File: src/rtl/tomasulo_dispatch_pkg.sv
`default_nettype none
// ============================================================================
// Module      : tomasulo_pkg
// Description : Shared encodings for the Tomasulo dispatch slice: instruction
//               type codes, tag encode/decode helpers and default masks.
// Revision    : 1.0 - initial release
// ============================================================================
package tomasulo_pkg;

  // Instruction type codes; type k maps to functional-unit class k-1.
  typedef enum logic [3:0] {
    TYPE_ADD   = 4'd1,
    TYPE_MULT  = 4'd2,
    TYPE_FETCH = 4'd3,
    TYPE_STORE = 4'd4
  } inst_type_e;

  // Tag 0 means "no producer, read the register file".
  localparam int TAG_NONE = 0;

  // Per-class flag: 1 = class writes no destination (STORE).
  localparam logic [3:0] DEF_NO_DEST_MASK = 4'b1000;

  // Tag of reservation station idx inside class cls.
  function automatic int unsigned tag_encode(input int unsigned cls,
                                             input int unsigned idx,
                                             input int unsigned rs_per_class);
    return cls * rs_per_class + idx + 1;
  endfunction

  // Flat RS slot (0-based) addressed by a non-zero tag.
  function automatic int unsigned tag_decode(input int unsigned tag);
    return tag - 1;
  endfunction

endpackage
`default_nettype wire

File: src/rtl/tomasulo_dispatch_rs_alloc.sv
`default_nettype none
// ============================================================================
// Module      : rs_alloc
// Description : Free-slot priority encoder for one RS class. The free vector
//               arrives already masked by claims of older lanes; the lowest
//               free index wins.
// Revision    : 1.0 - initial release
// ============================================================================
module rs_alloc #(
  parameter int N     = 2,
  parameter int IDX_W = 1
) (
  input  logic [N-1:0]     i_free,
  output logic             o_found,
  output logic [IDX_W-1:0] o_idx,
  output logic [N-1:0]     o_grant
);

  assign o_found = |i_free;
  // Isolate the lowest set bit as a one-hot grant.
  assign o_grant = i_free & (~i_free + N'(1));

  // Encode the lowest free index; scanning downward lets the lowest win.
  always_comb begin
    o_idx = '0;
    for (int i = N - 1; i >= 0; i--) begin
      if (i_free[i]) o_idx = IDX_W'(i);
    end
  end

endmodule
`default_nettype wire

File: src/rtl/tomasulo_dispatch.sv
`default_nettype none
// ============================================================================
// Module      : tomasulo_dispatch
// Description : N-lane in-order dispatch. Allocates reservation stations per
//               accepted lane, renames sources through the register status
//               table and retires RS/RST entries on CDB broadcasts.
// Revision    : 1.0 - initial release
// ============================================================================
module tomasulo_dispatch
  import tomasulo_pkg::*;
#(
  parameter int                   LANES        = 2,
  parameter int                   NUM_CLASS    = 4,
  parameter int                   RS_PER_CLASS = 2,
  parameter int                   NUM_REG      = 16,
  parameter int                   INS_PART_WID = 4,
  parameter int                   TAG_LEN      = 4,
  parameter logic [NUM_CLASS-1:0] NO_DEST_MASK = DEF_NO_DEST_MASK
) (
  input  logic                              clk,
  input  logic                              rst,
  input  logic [LANES-1:0]                  inst_valid,
  input  logic [LANES*INS_PART_WID-1:0]     inst_type,
  input  logic [LANES*INS_PART_WID-1:0]     inst_dest,
  input  logic [LANES*INS_PART_WID-1:0]     inst_src0,
  input  logic [LANES*INS_PART_WID-1:0]     inst_src1,
  output logic [LANES-1:0]                  inst_fetch,
  output logic [LANES-1:0]                  disp_valid,
  output logic [LANES*TAG_LEN-1:0]          disp_rs,
  output logic [LANES*TAG_LEN-1:0]          disp_src0_tag,
  output logic [LANES*TAG_LEN-1:0]          disp_src1_tag,
  output logic [LANES-1:0]                  disp_illegal,
  input  logic                              cdb_valid,
  input  logic [TAG_LEN-1:0]                cdb_tag,
  output logic [NUM_CLASS*RS_PER_CLASS-1:0] rs_busy,
  output logic [NUM_REG-1:0]                reg_busy
);

  localparam int SLOTS = NUM_CLASS * RS_PER_CLASS;
  localparam int CLS_W = (NUM_CLASS > 1) ? $clog2(NUM_CLASS) : 1;
  localparam int IDX_W = (RS_PER_CLASS > 1) ? $clog2(RS_PER_CLASS) : 1;
  localparam int REG_W = (NUM_REG > 1) ? $clog2(NUM_REG) : 1;

  // State
  logic [SLOTS-1:0]   rs_busy_q, rs_busy_d;
  logic [TAG_LEN-1:0] rst_tbl_q [NUM_REG];
  logic [TAG_LEN-1:0] rst_tbl_d [NUM_REG];
  logic [LANES-1:0]         disp_valid_q, disp_valid_d;
  logic [LANES-1:0]         disp_illegal_q, disp_illegal_d;
  logic [LANES*TAG_LEN-1:0] disp_rs_q, disp_rs_d;
  logic [LANES*TAG_LEN-1:0] disp_src0_q, disp_src0_d;
  logic [LANES*TAG_LEN-1:0] disp_src1_q, disp_src1_d;

  // Per-lane results gathered from the lane chain
  logic [LANES-1:0]         lane_acc, lane_alloc, lane_ill, lane_wr;
  logic [LANES*TAG_LEN-1:0] lane_tag;

  // CDB retirement: only a busy, in-range tag has any effect
  logic [SLOTS-1:0] cdb_clr;
  logic             cdb_hit;

  // Decode the CDB tag against currently busy stations.
  always_comb begin
    cdb_clr = '0;
    for (int t = 0; t < SLOTS; t++) begin
      cdb_clr[t] = cdb_valid && (cdb_tag == TAG_LEN'(t + 1)) && rs_busy_q[t];
    end
  end
  assign cdb_hit = |cdb_clr;

  // --------------------------------------------------------------------------
  // Lane chain: each lane sees the RS pool left over by older lanes and is
  // accepted only if every older lane was.
  // --------------------------------------------------------------------------
  for (genvar l = 0; l < LANES; l++) begin : g_lane
    logic [INS_PART_WID-1:0]    typ, dst, src0, src1;
    logic                       illegal;
    logic [CLS_W-1:0]           cls;
    logic [SLOTS-1:0]           avail_in, avail_out, grant_all, claim;
    logic [NUM_CLASS-1:0]       found;
    logic [NUM_CLASS*IDX_W-1:0] idx_all;
    logic                       prev_ok, accept, alloc, found_sel;
    logic [IDX_W-1:0]           idx_sel;

    assign typ  = inst_type[l*INS_PART_WID +: INS_PART_WID];
    assign dst  = inst_dest[l*INS_PART_WID +: INS_PART_WID];
    assign src0 = inst_src0[l*INS_PART_WID +: INS_PART_WID];
    assign src1 = inst_src1[l*INS_PART_WID +: INS_PART_WID];

    assign illegal = (typ == '0) || (32'(typ) > NUM_CLASS) ||
                     (32'(dst) >= NUM_REG) || (32'(src0) >= NUM_REG) ||
                     (32'(src1) >= NUM_REG);
    assign cls = CLS_W'(typ - INS_PART_WID'(1));

    if (l == 0) begin : g_head
      assign avail_in = ~rs_busy_q;
      assign prev_ok  = 1'b1;
    end else begin : g_chain
      assign avail_in = g_lane[l-1].avail_out;
      assign prev_ok  = g_lane[l-1].accept;
    end

    for (genvar c = 0; c < NUM_CLASS; c++) begin : g_cls
      rs_alloc #(
        .N     (RS_PER_CLASS),
        .IDX_W (IDX_W)
      ) u_rs_alloc (
        .i_free  (avail_in[c*RS_PER_CLASS +: RS_PER_CLASS]),
        .o_found (found[c]),
        .o_idx   (idx_all[c*IDX_W +: IDX_W]),
        .o_grant (grant_all[c*RS_PER_CLASS +: RS_PER_CLASS])
      );
    end

    // Pick this lane's class result, decide acceptance and claim the slot.
    always_comb begin
      found_sel = 1'b0;
      idx_sel   = '0;
      claim     = '0;
      for (int c = 0; c < NUM_CLASS; c++) begin
        if (cls == CLS_W'(c)) begin
          found_sel = found[c];
          idx_sel   = idx_all[c*IDX_W +: IDX_W];
        end
      end
      accept = inst_valid[l] && prev_ok && (illegal || found_sel);
      alloc  = accept && !illegal;
      for (int c = 0; c < NUM_CLASS; c++) begin
        if (alloc && (cls == CLS_W'(c))) begin
          claim[c*RS_PER_CLASS +: RS_PER_CLASS] = grant_all[c*RS_PER_CLASS +: RS_PER_CLASS];
        end
      end
    end

    assign avail_out = avail_in & ~claim;

    assign lane_acc[l]   = accept;
    assign lane_alloc[l] = alloc;
    assign lane_ill[l]   = accept && illegal;
    assign lane_wr[l]    = alloc && !NO_DEST_MASK[cls];
    assign lane_tag[l*TAG_LEN +: TAG_LEN] =
      TAG_LEN'(tag_encode(32'(cls), 32'(idx_sel), RS_PER_CLASS));
  end

  assign inst_fetch = lane_acc;

  // Producer tag for a source of a lane: RST, then youngest older in-bundle
  // writer, then zeroed if the producer is completing on the CDB right now.
  function automatic logic [TAG_LEN-1:0] rename_src(input int lane,
                                                    input logic [INS_PART_WID-1:0] src);
    logic [TAG_LEN-1:0] t;
    t = rst_tbl_q[src[REG_W-1:0]];
    for (int j = 0; j < LANES; j++) begin
      if ((j < lane) && lane_wr[j] &&
          (inst_dest[j*INS_PART_WID +: INS_PART_WID] == src)) begin
        t = lane_tag[j*TAG_LEN +: TAG_LEN];
      end
    end
    if (cdb_hit && (t == cdb_tag)) t = TAG_LEN'(TAG_NONE);
    return t;
  endfunction

  // Dispatch outputs for the next cycle.
  always_comb begin
    disp_valid_d   = lane_alloc;
    disp_illegal_d = lane_ill;
    disp_rs_d      = '0;
    disp_src0_d    = '0;
    disp_src1_d    = '0;
    for (int i = 0; i < LANES; i++) begin
      if (lane_alloc[i]) begin
        disp_rs_d[i*TAG_LEN +: TAG_LEN]   = lane_tag[i*TAG_LEN +: TAG_LEN];
        disp_src0_d[i*TAG_LEN +: TAG_LEN] = rename_src(i, inst_src0[i*INS_PART_WID +: INS_PART_WID]);
        disp_src1_d[i*TAG_LEN +: TAG_LEN] = rename_src(i, inst_src1[i*INS_PART_WID +: INS_PART_WID]);
      end
    end
  end

  // Next RS occupancy and RST: CDB clears first, dispatch writes override.
  always_comb begin
    rs_busy_d = (rs_busy_q & ~cdb_clr) | (~rs_busy_q & ~g_lane[LANES-1].avail_out);
    for (int r = 0; r < NUM_REG; r++) begin
      rst_tbl_d[r] = rst_tbl_q[r];
      if (cdb_hit && (rst_tbl_q[r] == cdb_tag)) rst_tbl_d[r] = TAG_LEN'(TAG_NONE);
      for (int j = 0; j < LANES; j++) begin
        if (lane_wr[j] && (inst_dest[j*INS_PART_WID +: INS_PART_WID] == INS_PART_WID'(r))) begin
          rst_tbl_d[r] = lane_tag[j*TAG_LEN +: TAG_LEN];
        end
      end
    end
  end

  // State registers; reset overrides any concurrent CDB or dispatch.
  always_ff @(posedge clk) begin
    if (rst) begin
      rs_busy_q      <= '0;
      disp_valid_q   <= '0;
      disp_illegal_q <= '0;
      disp_rs_q      <= '0;
      disp_src0_q    <= '0;
      disp_src1_q    <= '0;
      for (int r = 0; r < NUM_REG; r++) rst_tbl_q[r] <= '0;
    end else begin
      rs_busy_q      <= rs_busy_d;
      disp_valid_q   <= disp_valid_d;
      disp_illegal_q <= disp_illegal_d;
      disp_rs_q      <= disp_rs_d;
      disp_src0_q    <= disp_src0_d;
      disp_src1_q    <= disp_src1_d;
      for (int r = 0; r < NUM_REG; r++) rst_tbl_q[r] <= rst_tbl_d[r];
    end
  end

  // Register-busy view of the RST.
  always_comb begin
    reg_busy = '0;
    for (int r = 0; r < NUM_REG; r++) reg_busy[r] = |rst_tbl_q[r];
  end

  assign rs_busy       = rs_busy_q;
  assign disp_valid    = disp_valid_q;
  assign disp_illegal  = disp_illegal_q;
  assign disp_rs       = disp_rs_q;
  assign disp_src0_tag = disp_src0_q;
  assign disp_src1_tag = disp_src1_q;

endmodule
`default_nettype wire
File: config.mk
export PLATFORM = sky130hd
export DESIGN_NAME = tomasulo_dispatch
export DESIGN_NICKNAME = d
export VERILOG_FILES = /design/src/rtl/tomasulo_dispatch_pkg.sv /design/src/rtl/tomasulo_dispatch_rs_alloc.sv /design/src/rtl/tomasulo_dispatch.sv
export SDC_FILE = /design/constraint.sdc
export NUM_CORES = 1
export LEC_CHECK = 0
export BUFFER_PORTS_ARGS = -buffer_cell sky130_fd_sc_hd__buf_2
export CORE_MARGIN = 4
export CORE_UTILIZATION = 40
export DETAILED_ROUTE_END_ITERATION = 6
export PLACE_DENSITY = 0.61
export SYNTH_ARGS = -nofsm -noshare
export SYNTH_HDL_FRONTEND = slang
export SYNTH_SLANG_ARGS = --single-unit
File: constraint.sdc
create_clock -name clk -period 6.2 [get_ports clk]
set_clock_uncertainty 0.15 [all_clocks]
set_input_delay 1.24 -clock clk [delete_from_list [all_inputs] [get_ports clk]]
set_output_delay 1.24 -clock clk [all_outputs]
set_load 0.005 [all_outputs]
### Word-level counts from Yosys, hierarchy flattened

Memories as Yosys holds them, arrays and structs flattened.
Cells that the tools add are included.

* bits in registers: 36
* output and inout bits: 54
* input port bits: 41
* memories: 1
* bits in read-only memories: 0
* latch bits: 0
* bits in writable memories: 64
* word-level logic and storage cells: 385

* add/subtract/negate cells: 14
* $lt $le $gt $ge: 4
* bitwise gates (word level): 44
* muxes and demuxes: 115
* reduce and logical (&&, ||, !) cells: 132
* equality and inequality tests: 66
* shift operators: 0
* $mul: 0
* divide/modulo/power cells: 0

Memories
* rst_tbl_q: depth 16, width 4, rd ports 20, clocked after memory_dff 0, wr ports 16, line tomasulo_dispatch.sv:46 `logic [TAG_LEN-1:0] rst_tbl_q [NUM_REG];`

Operator list (count)
* $mux 4: 68
* $eq 4x4->1: 22
* $logic_and 1x1->1: 87
* $eq 4x4->1 const B: 17
* $reduce_or 4->1: 16
* $eq 4x3->1 const B: 12
* $not 8->8: 5
* $mux 1: 37
* $and 8x8->8: 4
* $eq 4x2->1 const B: 6
* $reduce_or 2->1: 10
* $add 2x1->2 const B: 8
* $and 2x2->2: 8
* $logic_not 4->1: 4
* $mux 2: 8
* $not 2->2: 8
* $or 1x1->1: 16
* $eq 4x1->1 const B: 3
* $reduce_or 3->1: 4
* $add 3x1->4: 2
* $add 4x1->4 const B: 2
* $eq 2x2->1 const B: 4
* $gt 4x3->1 const B: 2
* $or 8x8->8: 1
* 9 further kinds: 21

### Longest topological paths before layout

* depth after elaboration: 28
* depth in mapped cells: 15
* gate-level depth less buffers: 13

### Cells and area by module

Synthesis repeated with hierarchy kept, for this count alone.

* cells, all modules: 850
* area, all modules: 8074.0 um^2

By module, submodules not included
* tomasulo_dispatch: seq. area each 2001.9 um^2, area each 7853.8 um^2, instances 1, cells each 818
* rs_alloc: seq. area each 0.0 um^2, area each 27.5 um^2, instances 8, cells each 4

### Least setup slack after synthesis

Ideal clock, no wire load.

* kind: input -> output
* from: in inst_type[0]
* to: out inst_fetch[1]
* required time: 4.810 ns
* arrival: 3.060 ns
* setup slack: 1.750 ns
* stages: 11
* path buffers: 2
* path through: inv_1 -> ha_1 -> and4b_1 -> a31o_2 -> o21ai_1 -> nand2_1 -> inv_1 -> buf_1 -> nand2_1 -> a21oi_1 -> buf_4

* longest elaborated chain between the ends: 20
* elaborated cells on any way between the ends: 37
* classes of those cells: 1 x add/sub; 1 x order compare; 3 x eq/ne; 12 x mux; 2 x bitwise; 18 x reduce/logical

Ends and longest elaborated chain
* from (decl): line tomasulo_dispatch.sv:23 `input logic [LANES*INS_PART_WID-1:0] inst_type,`
* $sub 2x1->2: line tomasulo_dispatch.sv:93 `assign cls = CLS_W'(typ - INS_PART_WID'(1));`
* $logic_not 2->1: line tomasulo_dispatch.sv:121 `if (cls == CLS_W'(c)) begin`
* $mux 1 (4 in series): line tomasulo_dispatch.sv:121
* $logic_or 1x1->1 *: line tomasulo_dispatch.sv:126 `accept = inst_valid[l] && prev_ok && (illegal || found_sel);`
* $logic_and 1x1->1 *: line tomasulo_dispatch.sv:126
* net g_lane[0].accept: line tomasulo_dispatch.sv:82 `logic prev_ok, accept, alloc, found_sel;`
* $logic_and 1x1->1: line tomasulo_dispatch.sv:127 `alloc = accept && !illegal;`
* $logic_and 1x1->1: line tomasulo_dispatch.sv:129 `if (alloc && (cls == CLS_W'(c))) begin`
* $mux 2: line tomasulo_dispatch.sv:129
* $not 8->8: line tomasulo_dispatch.sv:135 `assign avail_out = avail_in & ~claim;`
* $and 8x8->8: line tomasulo_dispatch.sv:135
* $reduce_or 2->1: line tomasulo_dispatch_rs_alloc.sv:19 `assign o_found = |i_free;`
* $mux 1 (4 in series): line tomasulo_dispatch.sv:121
* $logic_or 1x1->1: line tomasulo_dispatch.sv:126
* $logic_and 1x1->1 *: line tomasulo_dispatch.sv:126
* to (decl): line tomasulo_dispatch.sv:27 `output logic [LANES-1:0] inst_fetch,`

The timed path passes the listed nets; every way through them passes the cells marked *.

### Final worst setup path

* from: in inst_type[0]
* to: out inst_fetch[1]

* longest elaborated chain between the ends: 20
* elaborated cells on any way between the ends: 37
* classes of those cells: 1 x add/sub; 1 x order compare; 3 x eq/ne; 12 x mux; 2 x bitwise; 18 x reduce/logical

Ends and longest elaborated chain (line)
* $sub 2x1->2: tomasulo_dispatch.sv:93
* $logic_not 2->1: tomasulo_dispatch.sv:121, tomasulo_dispatch.sv:129
* $mux 1 (4 in series): tomasulo_dispatch.sv:121
* $logic_or 1x1->1: tomasulo_dispatch.sv:126
* $logic_and 1x1->1: tomasulo_dispatch.sv:126
* $logic_and 1x1->1: tomasulo_dispatch.sv:127
* $logic_and 1x1->1: tomasulo_dispatch.sv:129
* $mux 2: tomasulo_dispatch.sv:129
* $not 8->8: tomasulo_dispatch.sv:135
* $and 8x8->8: tomasulo_dispatch.sv:135
* $reduce_or 2->1: tomasulo_dispatch_rs_alloc.sv:19
* $mux 1 (4 in series): tomasulo_dispatch.sv:121
* $logic_or 1x1->1: tomasulo_dispatch.sv:126
* $logic_and 1x1->1 *: tomasulo_dispatch.sv:126

Mark *: on every way between the ends. The rest lies on a longest branch, timed or not.

==> flow_summary.json <==
{
  "status": "finished clean",
  "initial_core_util_pct": 40.8,
  "post-cts-setup-buffers": 0,
  "critPathKind": "input pin to output port",
  "async_flop_share_pct": 0,
  "routed_wl_mm": 33.0,
  "ios": 95,
  "cts_tree": "yes",
  "max_freq_ghz": 0.199,
  "die-width_um": 155,
  "yosys_most_used_dff": "dfxtp_1",
  "peakVddDrop_v": 0.000116,
  "finalHoldViolCount": 0,
  "synth_cells": 968,
  "wl_per_cell_um": 25.6,
  "clock_latency_ns": 0.36,
  "met3_usage_pct": 5.96,
  "period_share_pct": 80.9,
  "seq_area_frac_synth_pct": 23.2,
  "worst_pin_slew_ns": 1.22,
  "gr-usage-met2_pct": 41.0,
  "tns_ns": 0,
  "ctsHoldBuffers": 0,
  "drc_errors": 0,
  "min_period_ns": 5.01,
  "slew_violations": 0,
  "dp_cells": 1274,
  "cp-start-kind": "input pin",
  "ys_ff_latch": 100,
  "hpwl_mm": 23.3,
  "num_vias": 8665,
  "syn_avg_cell_area_um2": 8.90,
  "cts_max_level": 3,
  "grt_pass1_vias": 8021,
  "antenna_cells": 0,
  "setup_viol": 0,
  "ant_nets": 0,
  "worstPathMaxFanout": 22,
  "grt_antenna_before_repair": 0,
  "critical_path.cell_chain": "buf_2 -> inv_1 -> ha_1 -> buf_4 -> and4b_1 -> a31o_2 -> o21ai_1 -> nand2_1 -> inv_1 -> nand2_1 -> a21oi_1 -> buf_2",
  "coreArea_um2": 21100,
  "crit_slowest_cell": "inv_1",
  "cts_sinks": 100,
  "grt_pass1_wl_mm": 49.7,
  "io_buffers": 94,
  "finalWeightedCongestion": 0.983,
  "nets": 1063,
  "cts_buffer_depth": 2,
  "cts_root_buffer": "clkbuf_16",
  "powerDensity_nw_per_um2": 162,
  "grt_max_degree": 58,
  "area_delta_synth_final_pct": 10.5,
  "grt_busiest_layer": "met2",
  "grt_setup_unrepaired": "false",
  "first_pass_iters": 5,
  "max-slew-margin-rel_pct": 18.7,
  "whs_ns": 0.412,
  "die_h_um": 155,
  "worstPathRequired_ns": 4.81,
  "drtIter0Drc": 1189,
  "max-cap-violations": 0,
  "multi_input_comb_area_um2": 6200,
  "ys_warn_count": 0,
  "final_common_cell": "dfxtp_1",
  "synthesis.area_um2": 8610,
  "clkTransAtPathRegs_ns": 0.09,
  "cts_resized": 0,
  "fin_cells": 1290,
  "layout-drive-gt1-share_pct": 22.6,
  "hold_path.class": "flop to flop",
  "grt_use_total_pct": 26.9,
  "overflow": 0,
  "numCtsBuffers": 9,
  "n_fill_cell": 2108,
  "vias_per_cell": 6.72,
  "syn-num-nets": 1021,
  "synth_edf_count": 0,
  "mostFrequentLayoutCells": "dfxtp_1 (100), buf_2 (94), xnor2_1 (85)",
  "ys_types": 66,
  "rows": 53,
  "die_area_um2": 23900,
  "arrival_ns": 3.62,
  "regArea_um2": 2000,
  "met1_usage_pct": 37.1,
  "p_leak_nw": 3.27,
  "critPathMaxStageDelay_ns": 0.38,
  "cp-end-kind": "output port"
}
## flip-flops by register name, summed over array words and instances, names as in the netlist
signal         cells
disp_valid         2
disp_rs            8
rst_tbl_q         64
rs_busy            8
disp_src1_tag      8
disp_src0_tag      8
disp_illegal       2
## power breakdown
part	switching (mW)	internal [mW]	leakage [nW]	total, mW
sequential	0.00817	0.646	0.806	0.654
clock	0.297	0.285	0.146	0.582
combinational	0.202	0.0991	2.32	0.301
## layout make-up
| class | count | area share [%] |
|---|---|---|
| Timing Repair Buffer | 112 | 6.36 |
| Multi-Input combinational cell | 768 | 65.2 |
| Clock buffer | 9 | 2.37 |
| Inverter | 19 | 0.750 |
| Sequential cell | 100 | 21.0 |
| Clock inverter | 7 | 0.684 |
| Tap cell | 275 | 3.62 |
## per-stage QoR
step / instance area, µm² / util, % / setup slack (ns) / power [mW]
2_1_floorplan: 8610 / - / 1.75 / 0.869
3_3_place_gp: 9230 / 43.7 / 1.31 / 0.962
6_report: 9520 / 45.1 / 1.19 / 1.54
3_5_place_dp: 9230 / 43.7 / 1.24 / 0.964
5_1_grt: 9520 / 45.1 / 0.974 / 1.59
4_1_cts: 9520 / 45.1 / 1.23 / 1.54
## synth_stat cells (4+ instances only)
library cell  count  area (µm²)
dfxtp_1         100        2000
xnor2_1          85         744
nand2_1          79         297
mux4_2           70        1580
nor2_1           63         236
a21oi_1          51         255
clkbuf_1         44         165
nor3_1           43         215
nand4_1          39         244
a211oi_1         33         248
o22ai_1          31         194
buf_2            25         125
mux2i_1          25         250
nand3_1          25         125
a311oi_1         21         184
inv_1            18        67.6
or4_1            18         135
nor2b_1          14        87.6
and3_1           13        81.3
nand2b_1         13        81.3
nor4_1           13        81.3
a31oi_1          12        75.1
ha_1             12         150
o21ai_0           9        45.0
a22oi_1           8        60.1
buf_1             8        30.0
xor2_1            8        70.1
nor3b_1           6        45.0
a211oi_2          5        62.6
a221oi_1          5        43.8
a22o_1            5        43.8
or2_2             5        31.3
buf_4             4        30.0
mux2_2            4        45.0
or3_1             4        25.0
## per-layer routing
metal	wire (µm)	share of wire, %
met5	0	0
met3	3930	12
met4	1380	4.2
met1	13400	41
met2	14300	43
## worst paths after layout
path | slack (ns) | to | cells after the start | from
hold reg to reg | 0.41 | rst_tbl_q[9][3]$_SDFFE_PP0P_ | 2 | rst_tbl_q[9][3]$_SDFFE_PP0P_
setup reg to reg | 2.67 | disp_src1_tag[5]$_SDFF_PP0_ | 8 | rs_busy[4]$_SDFF_PP0_
hold / removal | 0.41 | rst_tbl_q[9][3]$_SDFFE_PP0P_ | 2 | rst_tbl_q[9][3]$_SDFFE_PP0P_
setup / recovery | 1.19 | inst_fetch[1] | 12 | inst_type[0]
## worst max-delay path, delay by kind of cell
family	cells	cell delay, ns
buf+inv	5	0.99
compound gates	3	0.70
simple gates	3	0.50
fa+ha+maj	1	0.17
## cell families after synthesis
| logic type | after synthesis | share of synthesized area, % |
|---|---|---|
| AO/OA/AOI/OAI | 205 | 16.8 |
| XOR/XNOR | 93 | 9.46 |
| adder cells (fa/ha/maj) | 14 | 1.98 |
| buffers and inverters | 100 | 4.90 |
| flip-flops | 100 | 23.2 |
| AND/OR/NAND/NOR | 357 | 21.9 |
| multiplexers | 99 | 21.7 |
Note: power is estimated with default switching activity, not from simulation.
